File: src/rtl/multdiv_controller.sv
// multdiv_controller: sequences one multiply/divide op at a time between the
// execute stage and the multdiv unit.
//   clock_i/reset_i        : clock, asynchronous active-high reset
//   issue_*_i, flush_i     : op from execute (valid, kind, rd, operands), pipeline flush
//   stall_o, busy_o        : pipeline hold (combinational in IDLE), controller not idle
//   md_ctrl_*_o, md_operand_*_o : start pulse and latched operands to multdiv
//   md_result_i, md_exception_i, md_ready_i : multdiv result handshake
//   wb_*_o                 : writeback result, one-cycle valid
module multdiv_controller #(
   parameter int unsigned TIMEOUT = 64,
   parameter int unsigned RD_W    = 5
) (
   input  logic            clock_i,
   input  logic            reset_i,
   input  logic            issue_valid_i,
   input  logic            issue_is_div_i,
   input  logic [RD_W-1:0] issue_rd_i,
   input  logic [31:0]     issue_a_i,
   input  logic [31:0]     issue_b_i,
   input  logic            flush_i,
   output logic            stall_o,
   output logic            busy_o,
   output logic            md_ctrl_mult_o,
   output logic            md_ctrl_div_o,
   output logic [31:0]     md_operand_a_o,
   output logic [31:0]     md_operand_b_o,
   input  logic [31:0]     md_result_i,
   input  logic            md_exception_i,
   input  logic            md_ready_i,
   output logic            wb_valid_o,
   output logic [RD_W-1:0] wb_rd_o,
   output logic [31:0]     wb_data_o,
   output logic            wb_exception_o
);

   localparam int unsigned CNT_W = (TIMEOUT > 2) ? $clog2(TIMEOUT) : 1;

   // One-hot so every state decode is a single flop bit.
   typedef enum logic [3:0] {
      S_IDLE  = 4'b0001,
      S_START = 4'b0010,
      S_WAIT  = 4'b0100,
      S_DONE  = 4'b1000
   } state_e;

   state_e            state_q, state_d;
   logic [CNT_W-1:0]  cnt_q, cnt_d;
   logic [31:0]       op_a_q, op_a_d;
   logic [31:0]       op_b_q, op_b_d;
   logic [RD_W-1:0]   rd_q, rd_d;
   logic              is_div_q, is_div_d;
   logic [31:0]       wb_data_q, wb_data_d;
   logic [RD_W-1:0]   wb_rd_q, wb_rd_d;
   logic              wb_exc_q, wb_exc_d;

   logic accept;
   logic timed_out;

   assign accept    = (state_q == S_IDLE) && issue_valid_i && !flush_i;
   assign timed_out = (cnt_q == CNT_W'(TIMEOUT - 1));

   // State register.
   always_ff @(posedge clock_i or posedge reset_i) begin
      if (reset_i) state_q <= S_IDLE;
      else         state_q <= state_d;
   end

   // Next state; flush beats ready beats timeout. Ready is ignored in START
   // because multdiv may still be showing the previous op's ready.
   always_comb begin
      state_d = state_q;
      case (state_q)
         S_IDLE:  if (accept) state_d = S_START;
         S_START: state_d = flush_i ? S_IDLE : S_WAIT;
         S_WAIT: begin
            if (flush_i)         state_d = S_IDLE;
            else if (md_ready_i) state_d = S_DONE;
            else if (timed_out)  state_d = S_DONE;
         end
         S_DONE:  state_d = S_IDLE;
         default: state_d = S_IDLE;
      endcase
   end

   // Outputs decoded from state; stall in IDLE holds the op during its accept cycle.
   always_comb begin
      stall_o        = 1'b0;
      busy_o         = (state_q != S_IDLE);
      md_ctrl_mult_o = 1'b0;
      md_ctrl_div_o  = 1'b0;
      wb_valid_o     = 1'b0;
      case (state_q)
         S_IDLE:  stall_o = issue_valid_i && !flush_i;
         S_START: begin
            stall_o        = 1'b1;
            md_ctrl_mult_o = !is_div_q;
            md_ctrl_div_o  = is_div_q;
         end
         S_WAIT:  stall_o = 1'b1;
         S_DONE:  wb_valid_o = 1'b1;
         default: stall_o = 1'b0;
      endcase
   end

   // Datapath next values: operand latch on accept, watchdog, result capture.
   always_comb begin
      op_a_d    = op_a_q;
      op_b_d    = op_b_q;
      rd_d      = rd_q;
      is_div_d  = is_div_q;
      cnt_d     = cnt_q;
      wb_data_d = wb_data_q;
      wb_rd_d   = wb_rd_q;
      wb_exc_d  = wb_exc_q;
      if (accept) begin
         op_a_d   = issue_a_i;
         op_b_d   = issue_b_i;
         rd_d     = issue_rd_i;
         is_div_d = issue_is_div_i;
      end
      if (state_q == S_START) cnt_d = '0;
      if (state_q == S_WAIT) begin
         cnt_d = cnt_q + CNT_W'(1);
         if (!flush_i) begin
            if (md_ready_i) begin
               wb_data_d = md_result_i;
               wb_exc_d  = md_exception_i;
               wb_rd_d   = rd_q;
            end else if (timed_out) begin
               wb_data_d = '0;
               wb_exc_d  = 1'b1;
               wb_rd_d   = rd_q;
            end
         end
      end
   end

   // Datapath registers.
   always_ff @(posedge clock_i or posedge reset_i) begin
      if (reset_i) begin
         op_a_q    <= '0;
         op_b_q    <= '0;
         rd_q      <= '0;
         is_div_q  <= 1'b0;
         cnt_q     <= '0;
         wb_data_q <= '0;
         wb_rd_q   <= '0;
         wb_exc_q  <= 1'b0;
      end else begin
         op_a_q    <= op_a_d;
         op_b_q    <= op_b_d;
         rd_q      <= rd_d;
         is_div_q  <= is_div_d;
         cnt_q     <= cnt_d;
         wb_data_q <= wb_data_d;
         wb_rd_q   <= wb_rd_d;
         wb_exc_q  <= wb_exc_d;
      end
   end

   assign md_operand_a_o = op_a_q;
   assign md_operand_b_o = op_b_q;
   assign wb_data_o      = wb_data_q;
   assign wb_rd_o        = wb_rd_q;
   assign wb_exception_o = wb_exc_q;

endmodule
File: config.mk
export PLATFORM = sky130hd
export DESIGN_NAME = multdiv_controller
export DESIGN_NICKNAME = d
export VERILOG_FILES = /design/src/rtl/multdiv_controller.sv
export SDC_FILE = /design/constraint.sdc
export NUM_CORES = 1
export LEC_CHECK = 0
export BUFFER_PORTS_ARGS = -buffer_cell sky130_fd_sc_hd__buf_2
export CELL_PAD_IN_SITES_DETAIL_PLACEMENT = 1
export CELL_PAD_IN_SITES_GLOBAL_PLACEMENT = 1
export CORE_UTILIZATION = 35
export DETAILED_ROUTE_END_ITERATION = 8
export GPL_TIMING_DRIVEN = 1
export PLACE_DENSITY = 0.79
export SETUP_SLACK_MARGIN = 0.15
export SLEW_MARGIN = 20
export SYNTH_ARGS = -nofsm -noshare
export SYNTH_HDL_FRONTEND = slang
export SYNTH_SLANG_ARGS = --single-unit
File: constraint.sdc
create_clock -name clock_i -period 5 [get_ports clock_i]
set_input_delay 0.75 -clock clock_i [delete_from_list [all_inputs] [get_ports clock_i]]
set_output_delay 0.75 -clock clock_i [all_outputs]
set_load 0.02 [all_outputs]
==> flow_metrics.env <==
export IMPL_required_ns=4.25
export IMPL_port_buffers=214
export IMPL_cts_resized=0
export IMPL_crit_chain="nor4b_1 > nor2_1 > nand2_1 > buf_2"
export IMPL_die_area_sq_mm=0.0136
export IMPL_swShare_pct=27.3
export IMPL_cts_buffers=17
export IMPL_worst_ir_drop_vdd_uv=268
export IMPL_criticalPathCategory="reg2out"
export IMPL_drive_gt1_share_pct=69.4
export IMPL_nets=613
export IMPL_cp_num_buf_inv=1
export IMPL_cap_violations=0
export IMPL_rr_startpoint="state_q[1]$_DFFE_PP0P_"
export IMPL_cts_max_level=4
export IMPL_initial_core_util_pct=36.1
export IMPL_vias_per_cell=4.70
export IMPL_diodes=0
export IMPL_clk_pin_slew_ns=0.06
export IMPL_antenna_found_initial=0
export IMPL_dieHeight_um=117
export IMPL_avgRoutedWirePerCell_um=16.2
export IMPL_postLayoutCoreUtil_pct=49.5
export IMPL_firstDrtPassIters=4
export IMPL_clk_latency_ns=0.41
export IMPL_coreArea_sq_mm=0.0127
export IMPL_slew_headroom_pct=40.6
export IMPL_ys_flop_type="dfrtp_1"
export IMPL_antenna_left=0
export IMPL_grt_pass1_vias=3534
export IMPL_fin_hold_ws_ns=0.457
export IMPL_yosysWarningCount=0
export IMPL_synth_seq_cells=118
export IMPL_design_area_sq_mm=0.00630
export IMPL_cts_hold_buffers=0
export IMPL_cts_buffer_depth=2
export IMPL_setup_viol=0
export IMPL_grt_max_degree=83
export IMPL_grt_ovfl_total=0
export IMPL_syn_area_sq_mm=0.00459
export IMPL_r2r_end="wb_rd_o[4]$_DFFE_PP0P_"
export IMPL_syn_area_per_cell_sq_um=16.2
export IMPL_comb_power_share_pct=18.9
export IMPL_power_density_mw_per_mm2=467
export IMPL_nFillCells=1379
export IMPL_finalHoldViolCount=0
export IMPL_clock_skew_ns=0.00837
export IMPL_drc=0
export IMPL_cts_setup_buffers=0
export IMPL_die_w_um=117
export IMPL_io_pins=215
export IMPL_synth_edf_count=0
export IMPL_dp_hpwl_um=7890
export IMPL_root_buffer="clkbuf_16"
export IMPL_seqPwrFrac_pct=40.0
export IMPL_start_kind="register"
export IMPL_crit_cells=4
export IMPL_rsz0062_at_grt="false"
export IMPL_worstSetupEndpointType="primary output"
export IMPL_synth_cell_types=32
export IMPL_post_dp_cell_area_sq_mm=0.00570
export IMPL_p_sw_w=0.000805
export IMPL_cp_arrival_ns=2.02
export IMPL_status="finished, final reports clean"
export IMPL_finalCritPeriodShare_pct=55.4
export IMPL_tritoncts="done"
export IMPL_pwr_share_clk_pct=41.0
export IMPL_clock_sinks=118
export IMPL_rows=41
export IMPL_yosysSeqAreaShare_pct=64.3
export IMPL_period_minus_slack_ns=2.77
export IMPL_grt_pass1_wl_um=17000
export IMPL_drt_iter0_markers=103
export IMPL_area_delta_synth_final_pct=37.2
export IMPL_hold_class="in2async"
export IMPL_tightest_slew_ns=0.891
export IMPL_drt_wl_total_um=11100
export IMPL_syn_nets=393
export IMPL_rrSetupSlack_ns=2.64
export IMPL_finalSetupTns_ns=0
export IMPL_dr_total_vias=3241
export IMPL_critPathTopFamily="simple AND/OR/NAND/NOR gates"
export IMPL_reg2reg_depth=5
export IMPL_internal_power_w=0.00214
export IMPL_cp_slowest_cell="nor4b_1"
export IMPL_cp_max_fo=7
export IMPL_fmax_ghz=0.361
export IMPL_grt_usage_pct=16.7
export IMPL_synthArstFlopShare_pct=100
export IMPL_worst_slack_ns=2.23
export IMPL_final_max_slew_violation_count=0
export IMPL_pre_cts_ws_ns=2.60
export IMPL_power_leakage_nw=3.26
export IMPL_syn_inst=284
export IMPL_critPathMaxStageDelay_ns=0.63
export IMPL_place_gp_congestion=0.759
worst reg2reg max path: stages, from the launching register on:
cell	delay, ns
dfrtp_1	0.43
or4b_4	0.58
nor2_4	0.13
nand2_2	0.43
inv_1	0.31
mux2_2	0.36
power groups by stage:
| stage | clock [W] | sequential [W] | combinational [W] |
|---|---|---|---|
| 3_5_place_dp | 0 | 0.00119 | 0.000565 |
| 4_1_cts | 0.00124 | 0.00118 | 0.000567 |
| 5_1_grt | 0.00128 | 0.00120 | 0.000602 |
| 2_1_floorplan | 0 | 0.00135 | 0.000178 |
| 3_3_place_gp | 0 | 0.00118 | 0.000550 |
| 6_report | 0.00121 | 0.00118 | 0.000557 |
worst max-delay path by stage:
stage                                      start  slack, ns                endpoint
after floorplan                          reset_i       1.12    cnt_q[0]$_DFFE_PP0P_
after CTS                 state_q[1]$_DFFE_PP0P_       2.21                 stall_o
after global routing      state_q[1]$_DFFE_PP0P_       2.15                 stall_o
final                     state_q[1]$_DFFE_PP0P_       2.23                 stall_o
after detailed placement  state_q[1]$_DFFE_PP0P_       2.60  wb_rd_o[4]$_DFFE_PP0P_
after global placement    state_q[1]$_DFFE_PP0P_       2.63  wb_rd_o[4]$_DFFE_PP0P_
cell usage in the layout, fill, tap and decap left out, drive strengths merged, types with 2 or more instances in the layout:
| cell type | n |
|---|---|
| nor4b | 3 |
| dfrtp | 117 |
| bufinv | 2 |
| mux2 | 75 |
| nand2 | 7 |
| clkinvlp | 2 |
| inv | 4 |
| buf | 216 |
| o21ai | 5 |
| a22o | 33 |
| nand3b | 2 |
| nand3 | 2 |
| and2 | 2 |
| clkbuf | 24 |
| clkinv | 4 |
| nor2 | 6 |
Yosys cell counts, types with 3 or more instances:
library cell	count	area share [%]
buf_6	8	2.0
nor4b_1	3	0.57
mux2_2	75	18
a22o_2	31	6.8
nand2_1	6	0.49
clkbuf_8	3	0.90
dfrtp_1	117	64
o21ai_0	5	0.54
inv_1	4	0.33
nor2_1	5	0.41
buf_12	3	1.3
state kept, by name, indices dropped and copies added, names as in the netlist:
signal and flops:
md_operand_a_o 32, md_operand_b_o 32, wb_data_o 32, cnt_q 6
rd_q 5, wb_rd_o 5, state_q 4, is_div_q 1
wb_exception_o 1
cell families (layout without fill, tap and decap cells):
logic type / Yosys count / after routing / synth area share, %
AO/OA/AOI/OAI: 44 / 44 / 8.69
XOR/XNOR: 1 / 1 / 0.191
adder cells (fa/ha/maj): 1 / 1 / 0.272
buffers and inverters: 19 / 252 / 4.66
flip-flops: 118 / 118 / 64.3
multiplexers: 75 / 75 / 18.4
AND/OR/NAND/NOR: 26 / 26 / 3.49
per-stage QoR:
| stage | cells | total power (W) |
|---|---|---|
| floorplan | 284 | 0.00153 |
| global placement | 657 | 0.00173 |
| detailed placement | 657 | 0.00176 |
| CTS | 689 | 0.00299 |
| global route | 689 | 0.00308 |
| finish | 689 | 0.00294 |
cell type report:
class / instances / area [sq um] / area share (%)
clock buffer: 24 / 502 / 7.96
clock inverter: 8 / 95.1 / 1.51
inverter: 4 / 20.0 / 0.318
multi-input combinational: 147 / 1430 / 22.7
sequential: 118 / 2950 / 46.9
tap: 172 / 215 / 3.42
timing repair buffer: 216 / 1090 / 17.2
per-layer routing:
metal	share of wire (%)	routed length, um	GRT usage, %
met1	39	4360	17.9
met2	49	5420	27.9
met3	10	1120	8.20
met4	2.0	223	7.43
met5	0	0	0
No activity file was read; power rests on OpenSTA's default activity.
